## src/rtl/thor2022_icinv_ctrl_if.sv

```systemverilog
`default_nettype none
// ============================================================================
// Module      : thor2022_icinv_ctrl_if
// Description : Request/response bundle between the core, the bus snooper, the
//               refill path and the I-cache invalidate controller.
// Revision    : 1.0 - initial release
// ============================================================================
interface thor2022_icinv_ctrl_if #(
    parameter int AWID = 32,
    parameter int CNTW = 8
);
    logic            refill_wr;
    logic            core_req;
    logic [1:0]      core_op;
    logic [AWID-1:0] core_adr;
    logic [CNTW-1:0] core_cnt;
    logic            core_ack;
    logic            snp_v;
    logic [AWID-1:0] snp_adr;
    logic            snp_rdy;
    logic            invce;
    logic            invline;
    logic            invall;
    logic [AWID-1:0] adr;
    logic            busy;
    logic            stall_fetch;
    logic [31:0]     inv_count;

    modport slave (
        input  refill_wr, core_req, core_op, core_adr, core_cnt, snp_v, snp_adr,
        output core_ack, snp_rdy, invce, invline, invall, adr, busy, stall_fetch,
               inv_count
    );

    modport master (
        output refill_wr, core_req, core_op, core_adr, core_cnt, snp_v, snp_adr,
        input  core_ack, snp_rdy, invce, invline, invall, adr, busy, stall_fetch,
               inv_count
    );
endinterface
`default_nettype wire

```

## src/rtl/thor2022_icinv_ctrl.sv

```systemverilog
`default_nettype none
// ============================================================================
// Module      : thor2022_icinv_ctrl
// Description : Arbitrates core cache-control ops and queued bus-snoop
//               invalidates onto the I-cache valid array's invalidate port.
//               Define ICINV_STATS_EN to enable the invalidate counter.
// Revision    : 1.0 - initial release
// ============================================================================
module thor2022_icinv_ctrl #(
    parameter int AWID      = 32,
    parameter int LINES     = 128,
    parameter int SNP_DEPTH = 4,
    parameter int CNTW      = 8
) (
    input wire clk,
    input wire rst,
    thor2022_icinv_ctrl_if.slave bus
);

    localparam int PW = $clog2(SNP_DEPTH);
    localparam int LW = AWID - 6;

    localparam logic [1:0] c_st_idle  = 2'd0;
    localparam logic [1:0] c_st_issue = 2'd1;
    localparam logic [1:0] c_st_range = 2'd2;
    localparam logic [1:0] c_st_ack   = 2'd3;

    localparam logic [1:0] c_op_line  = 2'd0;
    localparam logic [1:0] c_op_all   = 2'd1;
    localparam logic [1:0] c_op_range = 2'd2;

    localparam logic [AWID-1:0] c_line_step = AWID'(64);
    localparam logic [31:0]     c_lines     = 32'(LINES);

    logic [1:0]      r_state;
    logic [AWID-1:0] r_adr;
    logic [CNTW-1:0] r_rem;
    logic            r_all;
    logic            r_core;
    logic            r_gnt_v;
    logic            r_gnt_core;
    logic            r_rr;
    logic            r_ovf;
    logic [PW:0]     r_wp;
    logic [PW:0]     r_rp;
    logic [LW-1:0]   r_mem [SNP_DEPTH];

    logic            w_empty;
    logic            w_full;
    logic            w_pend;
    logic            w_invce;
    logic            w_arb;
    logic            w_pick_core;
    logic            w_act;
    logic            w_act_snp;
    logic            w_flush;
    logic            w_pop;
    logic            w_push;
    logic [LW-1:0]   w_head;
    logic [31:0]     w_cnt32;
    logic            w_unused;

    // ------------------------------------------------------------------------
    // Snoop FIFO: pointers carry one extra wrap bit to tell full from empty.
    // ------------------------------------------------------------------------
    assign w_empty = (r_wp == r_rp);
    assign w_full  = (r_wp[PW] != r_rp[PW]) && (r_wp[PW-1:0] == r_rp[PW-1:0]);
    assign w_head  = r_mem[r_rp[PW-1:0]];

    assign w_pend      = (r_state == c_st_issue) || (r_state == c_st_range);
    assign w_invce     = w_pend & ~bus.refill_wr;
    assign w_arb       = (r_state == c_st_idle) & ~r_gnt_v & (bus.core_req | ~w_empty);
    assign w_pick_core = bus.core_req & (w_empty | r_rr);
    assign w_act       = (r_state == c_st_idle) & r_gnt_v;
    assign w_act_snp   = w_act & ~r_gnt_core;
    // An overflowed queue can no longer be trusted, so its grant flushes it
    // and the resulting invall covers every dropped or queued address.
    assign w_flush     = w_act_snp & r_ovf;
    assign w_pop       = w_act_snp & ~r_ovf;
    assign w_push      = bus.snp_v & ~w_full & ~w_flush;
    assign w_cnt32     = 32'(bus.core_cnt);

    always_ff @(posedge clk) begin
        if (w_push) begin
            r_mem[r_wp[PW-1:0]] <= bus.snp_adr[AWID-1:6];
        end
    end

    always_ff @(posedge clk or posedge rst) begin
        if (rst) begin
            r_wp  <= '0;
            r_rp  <= '0;
            r_ovf <= 1'b0;
        end else begin
            if (w_flush) begin
                r_rp <= r_wp;
            end else begin
                if (w_push) r_wp <= r_wp + 1'b1;
                if (w_pop)  r_rp <= r_rp + 1'b1;
            end
            if (w_flush) begin
                r_ovf <= 1'b0;
            end else if (bus.snp_v && w_full) begin
                r_ovf <= 1'b1;
            end
        end
    end

    // ------------------------------------------------------------------------
    // Sequencer. A grant is chosen in one IDLE cycle and acted on in the next.
    // ------------------------------------------------------------------------
    always_ff @(posedge clk or posedge rst) begin
        if (rst) begin
            r_state    <= c_st_idle;
            r_adr      <= '0;
            r_rem      <= '0;
            r_all      <= 1'b0;
            r_core     <= 1'b0;
            r_gnt_v    <= 1'b0;
            r_gnt_core <= 1'b0;
            r_rr       <= 1'b0;
        end else begin
            case (r_state)
                c_st_idle: begin
                    if (w_arb) begin
                        r_gnt_v    <= 1'b1;
                        r_gnt_core <= w_pick_core;
                        if (bus.core_req && !w_empty) r_rr <= ~r_rr;
                    end else if (r_gnt_v) begin
                        r_gnt_v <= 1'b0;
                        r_core  <= r_gnt_core;
                        if (!r_gnt_core) begin
                            if (r_ovf) begin
                                r_all <= 1'b1;
                                r_adr <= '0;
                            end else begin
                                r_all <= 1'b0;
                                r_adr <= {w_head, 6'b0};
                            end
                            r_state <= c_st_issue;
                        end else begin
                            case (bus.core_op)
                                c_op_line: begin
                                    r_all   <= 1'b0;
                                    r_adr   <= {bus.core_adr[AWID-1:6], 6'b0};
                                    r_state <= c_st_issue;
                                end
                                c_op_all: begin
                                    r_all   <= 1'b1;
                                    r_adr   <= '0;
                                    r_state <= c_st_issue;
                                end
                                c_op_range: begin
                                    if (bus.core_cnt == '0) begin
                                        r_state <= c_st_ack;
                                    end else if (w_cnt32 >= c_lines) begin
                                        r_all   <= 1'b1;
                                        r_adr   <= '0;
                                        r_state <= c_st_issue;
                                    end else begin
                                        r_all   <= 1'b0;
                                        r_adr   <= {bus.core_adr[AWID-1:6], 6'b0};
                                        r_rem   <= bus.core_cnt;
                                        r_state <= c_st_range;
                                    end
                                end
                                default: begin
                                    r_state <= c_st_ack;
                                end
                            endcase
                        end
                    end
                end
                c_st_issue: begin
                    if (w_invce) begin
                        r_state <= r_core ? c_st_ack : c_st_idle;
                    end
                end
                c_st_range: begin
                    if (w_invce) begin
                        r_adr <= r_adr + c_line_step;
                        r_rem <= r_rem - 1'b1;
                        if (r_rem == CNTW'(1)) begin
                            r_state <= c_st_ack;
                        end
                    end
                end
                c_st_ack: begin
                    r_state <= c_st_idle;
                end
                default: begin
                    r_state <= c_st_idle;
                end
            endcase
        end
    end

`ifdef ICINV_STATS_EN
    logic [31:0] r_inv_count;

    always_ff @(posedge clk or posedge rst) begin
        if (rst) begin
            r_inv_count <= '0;
        end else if (w_invce && (r_inv_count != '1)) begin
            r_inv_count <= r_inv_count + 1'b1;
        end
    end

    assign bus.inv_count = r_inv_count;
`else
    assign bus.inv_count = '0;
`endif

    assign bus.invce       = w_invce;
    assign bus.invline     = w_invce & ~r_all;
    assign bus.invall      = w_invce & r_all;
    assign bus.adr         = r_adr;
    assign bus.core_ack    = (r_state == c_st_ack);
    assign bus.snp_rdy     = ~w_full;
    assign bus.busy        = (r_state != c_st_idle) | r_gnt_v | ~w_empty;
    assign bus.stall_fetch = bus.busy;

    // Sub-line offset bits are never used: invalidates are line granular.
    assign w_unused = &{1'b0, bus.core_adr[5:0], bus.snp_adr[5:0]};

endmodule
`default_nettype wire

```

## src/flat_wrapper.sv

```systemverilog
// flat-port wrapper written by rule: the top's interface ports become plain ports
module thor2022_icinv_ctrl_flat 
#(
    parameter int AWID      = 32,
    parameter int LINES     = 128,
    parameter int SNP_DEPTH = 4,
    parameter int CNTW      = 8
)
  (clk, rst, bus_refill_wr, bus_core_req, bus_core_op, bus_core_adr, bus_core_cnt, bus_snp_v, bus_snp_adr, bus_core_ack, bus_snp_rdy, bus_invce, bus_invline, bus_invall, bus_adr, bus_busy, bus_stall_fetch, bus_inv_count);
  thor2022_icinv_ctrl_if #(.AWID(AWID), .CNTW(CNTW)) bus_i ();
  input wire clk;
  input wire rst;
  input wire logic [$bits(bus_i.refill_wr)-1:0] bus_refill_wr;
  input wire logic [$bits(bus_i.core_req)-1:0] bus_core_req;
  input wire logic [$bits(bus_i.core_op)-1:0] bus_core_op;
  input wire logic [$bits(bus_i.core_adr)-1:0] bus_core_adr;
  input wire logic [$bits(bus_i.core_cnt)-1:0] bus_core_cnt;
  input wire logic [$bits(bus_i.snp_v)-1:0] bus_snp_v;
  input wire logic [$bits(bus_i.snp_adr)-1:0] bus_snp_adr;
  output wire logic [$bits(bus_i.core_ack)-1:0] bus_core_ack;
  output wire logic [$bits(bus_i.snp_rdy)-1:0] bus_snp_rdy;
  output wire logic [$bits(bus_i.invce)-1:0] bus_invce;
  output wire logic [$bits(bus_i.invline)-1:0] bus_invline;
  output wire logic [$bits(bus_i.invall)-1:0] bus_invall;
  output wire logic [$bits(bus_i.adr)-1:0] bus_adr;
  output wire logic [$bits(bus_i.busy)-1:0] bus_busy;
  output wire logic [$bits(bus_i.stall_fetch)-1:0] bus_stall_fetch;
  output wire logic [$bits(bus_i.inv_count)-1:0] bus_inv_count;
  assign bus_i.refill_wr = bus_refill_wr;
  assign bus_i.core_req = bus_core_req;
  assign bus_i.core_op = bus_core_op;
  assign bus_i.core_adr = bus_core_adr;
  assign bus_i.core_cnt = bus_core_cnt;
  assign bus_i.snp_v = bus_snp_v;
  assign bus_i.snp_adr = bus_snp_adr;
  assign bus_core_ack = bus_i.core_ack;
  assign bus_snp_rdy = bus_i.snp_rdy;
  assign bus_invce = bus_i.invce;
  assign bus_invline = bus_i.invline;
  assign bus_invall = bus_i.invall;
  assign bus_adr = bus_i.adr;
  assign bus_busy = bus_i.busy;
  assign bus_stall_fetch = bus_i.stall_fetch;
  assign bus_inv_count = bus_i.inv_count;
  thor2022_icinv_ctrl #(.AWID(AWID), .LINES(LINES), .SNP_DEPTH(SNP_DEPTH), .CNTW(CNTW)) u_core (.clk(clk), .rst(rst), .bus(bus_i));
endmodule
```

## config.mk

```make
export PLATFORM = sky130hd
export DESIGN_NAME = thor2022_icinv_ctrl_flat
export DESIGN_NICKNAME = d
export VERILOG_FILES = /design/src/rtl/thor2022_icinv_ctrl_if.sv /design/src/rtl/thor2022_icinv_ctrl.sv /design/src/flat_wrapper.sv
export SDC_FILE = /design/constraint.sdc
export NUM_CORES = 1
export LEC_CHECK = 0
export BUFFER_PORTS_ARGS = -buffer_cell sky130_fd_sc_hd__buf_2
export CAP_MARGIN = 0
export CORE_ASPECT_RATIO = 0.8
export CORE_MARGIN = 3
export CORE_UTILIZATION = 30
export CTS_CLUSTER_SIZE = 8
export DETAILED_ROUTE_END_ITERATION = 7
export GPL_TIMING_DRIVEN = 0
export PLACE_DENSITY = 0.48
export SYNTH_ARGS = -nofsm -noshare
export SYNTH_HDL_FRONTEND = slang
export SYNTH_SLANG_ARGS = --single-unit
```

## constraint.sdc

```tcl
create_clock -name clk -period 3.1 [get_ports clk]
set_input_delay 0.62 -clock clk [delete_from_list [all_inputs] [get_ports clk]]
set_output_delay 0.62 -clock clk [all_outputs]
set_load 0.02 [all_outputs]
```

==> summary.txt <==
Flow run
  • Max-Cap Viols: 0

Placement
  • Post-placement setup slack: 0.339 ns
  • Placed cells: 1011
  • Estimated wirelength of the detail-placed design: 14500 um
  • GPL Wtd Cong: 0.873
  • PortBufs: 99
  • Placement-stage cell area: 8510 um^2

Cells and area
  • Relative area change from synthesis to final layout: 21.4%
  • Final Instance Count excl. Fillers: 1042
  • Fill cells: 2360
  • Number of diodes added for antenna fixing: 0
  • Fraction of layout instances using a drive strength above 1: 32.6%
  • Final non-filler cell area: 9050 um^2
  • Multi-input combinational cell area: 2750 um^2
  • Sequential standard cell area: 4320 um^2
  • Fraction of the core area covered by cells at the end of the flow: 37.9%
  • Final nets: 814

Detailed routing
  • WL/cell: 18.8 um
  • Routed vias/inst: 4.97
  • Met3 routed wirelength: 1240 um
  • Met1 WL: 8960 um
  • Vias after detailed routing: 5183
  • Post-DRT Antenna Nets: 0
  • DRC: 0
  • Number of design-rule violations left by the first detailed-router iteration: 304
  • Length of the first detailed-routing pass in iterations: 5
  • Highest metal layer with signal wires: met5
  • DR WL met2: 9160 um
  • Drt total wl: 19600 um

Synthesis
  • Synth Flop Type: sky130_fd_sc_hd__edfxtp_1
  • Summed instance area of the synthesized netlist: 7460 um^2
  • Yosys warning total: 0
  • Synth top area share: 41.9%
  • Fraction of synthesis flops using an asynchronous set or reset pin: 31.6%
  • Top cells by area in the synthesized netlist: sky130_fd_sc_hd__edfxtp_1, sky130_fd_sc_hd__dfrtp_1, sky130_fd_sc_hd__mux4_2
  • Average footprint of a synthesized cell: 13.3 um^2
  • Number of distinct library cell variants in the gate-level netlist after synthesis: 59
  • Number of enable flip-flop cells after synthesis: 104
  • Seq cells post-synth: 152
  • Synthesized instance count: 562
  • Sequential area share after synthesis: 58.0%
  • Cell taking the most area after synthesis: sky130_fd_sc_hd__edfxtp_1

CTS
  • Number of setup buffers added after CTS: 0
  • Longest Clk Path Bufs: 2
  • H-tree level count: 4
  • CTS tree: built
  • Number of gates resized after cts: 0
  • Clock network latency to the later pin of the worst-skew pair: 0.41 ns
  • Number of CTS-inserted buffers: 17
  • Clock transition at the register clock pins on the worst setup and hold paths after CTS: 0.06 ns
  • Hold-fix buffers at CTS: 0
  • Cell chosen for the clock root: sky130_fd_sc_hd__clkbuf_16
  • Clock sink total: 152

Global route
  • Remaining Overflow, GRT: 0
  • Largest net degree at the start of global routing: 40
  • Number of global-route vias before repair: 5181
  • Global-route wire length before repair: 30000 um
  • Number of antenna violations at the first check in global routing: 4
  • Overall fraction of global-route tracks in use: 14.7%

Pwr
  • Total power divided by cell area: 1050 nW/um^2
  • Static Leak: 3.56 nW
  • Peak ir drop on the vdd network: 427 uV

Run status
  • Status: finished, final reports clean

Floorplanning
  • Starting utilization of the core area: 31.2%
  • Placeable core region: 23900 um^2
  • Count of standard-cell rows: 50
  • Chip Height: 147 um
  • Die Wd: 182 um
  • Top Ports: 150
  • Area enclosed by the die boundary: 26800 um^2

Worst setup path
  • Crit path max-delay cell type: sky130_fd_sc_hd__and2_2
  • Start-to-end type of the worst setup path: register to register
  • Worst endpoint required time: 3.14 ns
  • Length in cells of the worst reg-to-reg path: 8
  • RR Endpoint: u_core.r_mem[3][14]
  • Slowest cell delay on critical path: 0.71 ns
  • Cell Chain, Critical Path: inv_1 > ha_1 > and3b_1 > buf_2 > nand2_1 > and3_1 > clkbuf_1 > and2_2
  • Arrival time of the worst setup path: 2.82 ns
  • Internal reg-to-reg setup slack: 0.33 ns
  • Nature of the critical path startpoint: register
  • Type of destination of the critical path: register
  • Critical R2R Launch: u_core.r_state[0]
  • CP max FO: 27

Timing
  • Max-slew headroom: 48.2%
  • Fin. max-slew vios: 0
  • Setup repair after global routing missed its margin: false
  • Final cycle utilization of the critical path: 89.4%
  • Minimum hold slack: 0.126 ns
  • Achievable clock frequency: 0.361 GHz
  • Post-route minimum period: 2.77 ns
  • Post-route worst setup slack: 0.327 ns
  • Hold Violations, Final: 0
  • Transition time of the tightest slew-check pin: 0.777 ns
  • Layout Skew: 0.00918 ns
  • Number of setup violations in the final report: 0

Worst hold path
  • Class of the tightest hold or removal check: input pin to async pin
final cells by class:
class,instances,area share (%)
Clock buffer,18,4.74
Sequential cell,152,47.8
Timing Repair Buffer,100,5.69
Inverter,22,0.912
Tap cell,312,4.31
Clock inverter,13,1.27
Buffer,68,4.88
Multi-Input combinational cell,357,30.4
logic make-up after synthesis:
group	Yosys count	share of synthesized area, %
mux	32	8.72
other cells	1	0.0503
fa+ha+maj	17	2.85
simple gates	122	8.99
flops	152	58.0
buf+inv	90	7.03
compound gates	142	13.7
xor+xnor	6	0.705
cell usage in the layout (no fill, tap or decap), drive strengths merged, types with 25 or more instances in the layout:
master / instances
conb: 38
buf: 160
edfxtp: 104
nand3: 25
dfrtp: 48
a21oi: 29
mux4: 26
inv: 29
clkbuf: 26
nor2: 28
worst max-delay path: cells and delay by family (launching register included):
family,cells,cell delay (ns)
buffers and inverters,3,0.51
adders and majority gates,1,0.29
and+or+nand+nor,4,1.19
DFF,1,0.40
registers in the layout, indices dropped and copies added (netlist names):
name               count
u_core.r_mem         104
u_core.bus.adr        26
u_core.r_rem           8
u_core.r_rp            3
u_core.r_wp            3
u_core.r_state         2
u_core.r_all           1
u_core.r_core          1
u_core.r_gnt_core      1
u_core.r_gnt_v         1
u_core.r_ovf           1
u_core.r_rr            1
cells in the mapped netlist (4+ instances only):
cell type / instances
sky130_fd_sc_hd__a22o_1: 7
sky130_fd_sc_hd__clkbuf_1: 8
sky130_fd_sc_hd__nand3_1: 25
sky130_fd_sc_hd__mux2_2: 4
sky130_fd_sc_hd__nor2_1: 27
sky130_fd_sc_hd__o22ai_1: 19
sky130_fd_sc_hd__a31o_2: 4
sky130_fd_sc_hd__o22a_1: 12
sky130_fd_sc_hd__o21ai_0: 14
sky130_fd_sc_hd__mux4_2: 26
sky130_fd_sc_hd__a211oi_1: 7
sky130_fd_sc_hd__nand4_1: 6
sky130_fd_sc_hd__a31oi_1: 8
sky130_fd_sc_hd__and2_1: 7
sky130_fd_sc_hd__a221oi_1: 23
sky130_fd_sc_hd__nand2b_1: 4
sky130_fd_sc_hd__a21oi_1: 28
sky130_fd_sc_hd__nand2_1: 19
sky130_fd_sc_hd__nor4_1: 6
sky130_fd_sc_hd__edfxtp_1: 104
sky130_fd_sc_hd__dfrtp_1: 48
sky130_fd_sc_hd__buf_2: 14
sky130_fd_sc_hd__xnor2_1: 4
sky130_fd_sc_hd__inv_1: 22
sky130_fd_sc_hd__and3_1: 8
sky130_fd_sc_hd__ha_1: 17
sky130_fd_sc_hd__buf_4: 41
through the flow:
step,power (W),TNS (ns)
global placement,0.00754,-13.21
floorplan,0.00625,0
global route,0.0101,0
finish,0.00948,0
CTS,0.00958,0
detailed placement,0.00763,0
worst max-delay path by stage:
stage | start | to | slack (ns) | cells past startpoint
after floorplan | u_core.r_state[0] | u_core.r_mem[3][0] | 0.58 | 8
after global placement | u_core.r_state[0] | u_core.r_mem[3][10] | -0.17 | 8
after detailed placement | u_core.r_state[0] | u_core.r_mem[3][15] | 0.34 | 8
after CTS | u_core.r_state[0] | u_core.r_mem[3][9] | 0.32 | 8
after global routing | u_core.r_state[0] | u_core.r_mem[3][9] | 0.12 | 8
final | u_core.r_state[0] | u_core.r_mem[3][14] | 0.33 | 8
power breakdown:
part,internal (W),total (W),switching (W)
Clock,0.00105,0.00192,0.000876
Combinational,0.00168,0.00422,0.00253
Sequential,0.00287,0.00334,0.000467
Total,0.00560,0.00948,0.00388
routing by layer:
metal	global-route usage, %	up-vias
met5	0	-
li1	-	2438
met4	3.16	8
met1	20.3	2567
met3	4.38	20
met2	23.0	150
(Power assumes the default switching activity.)
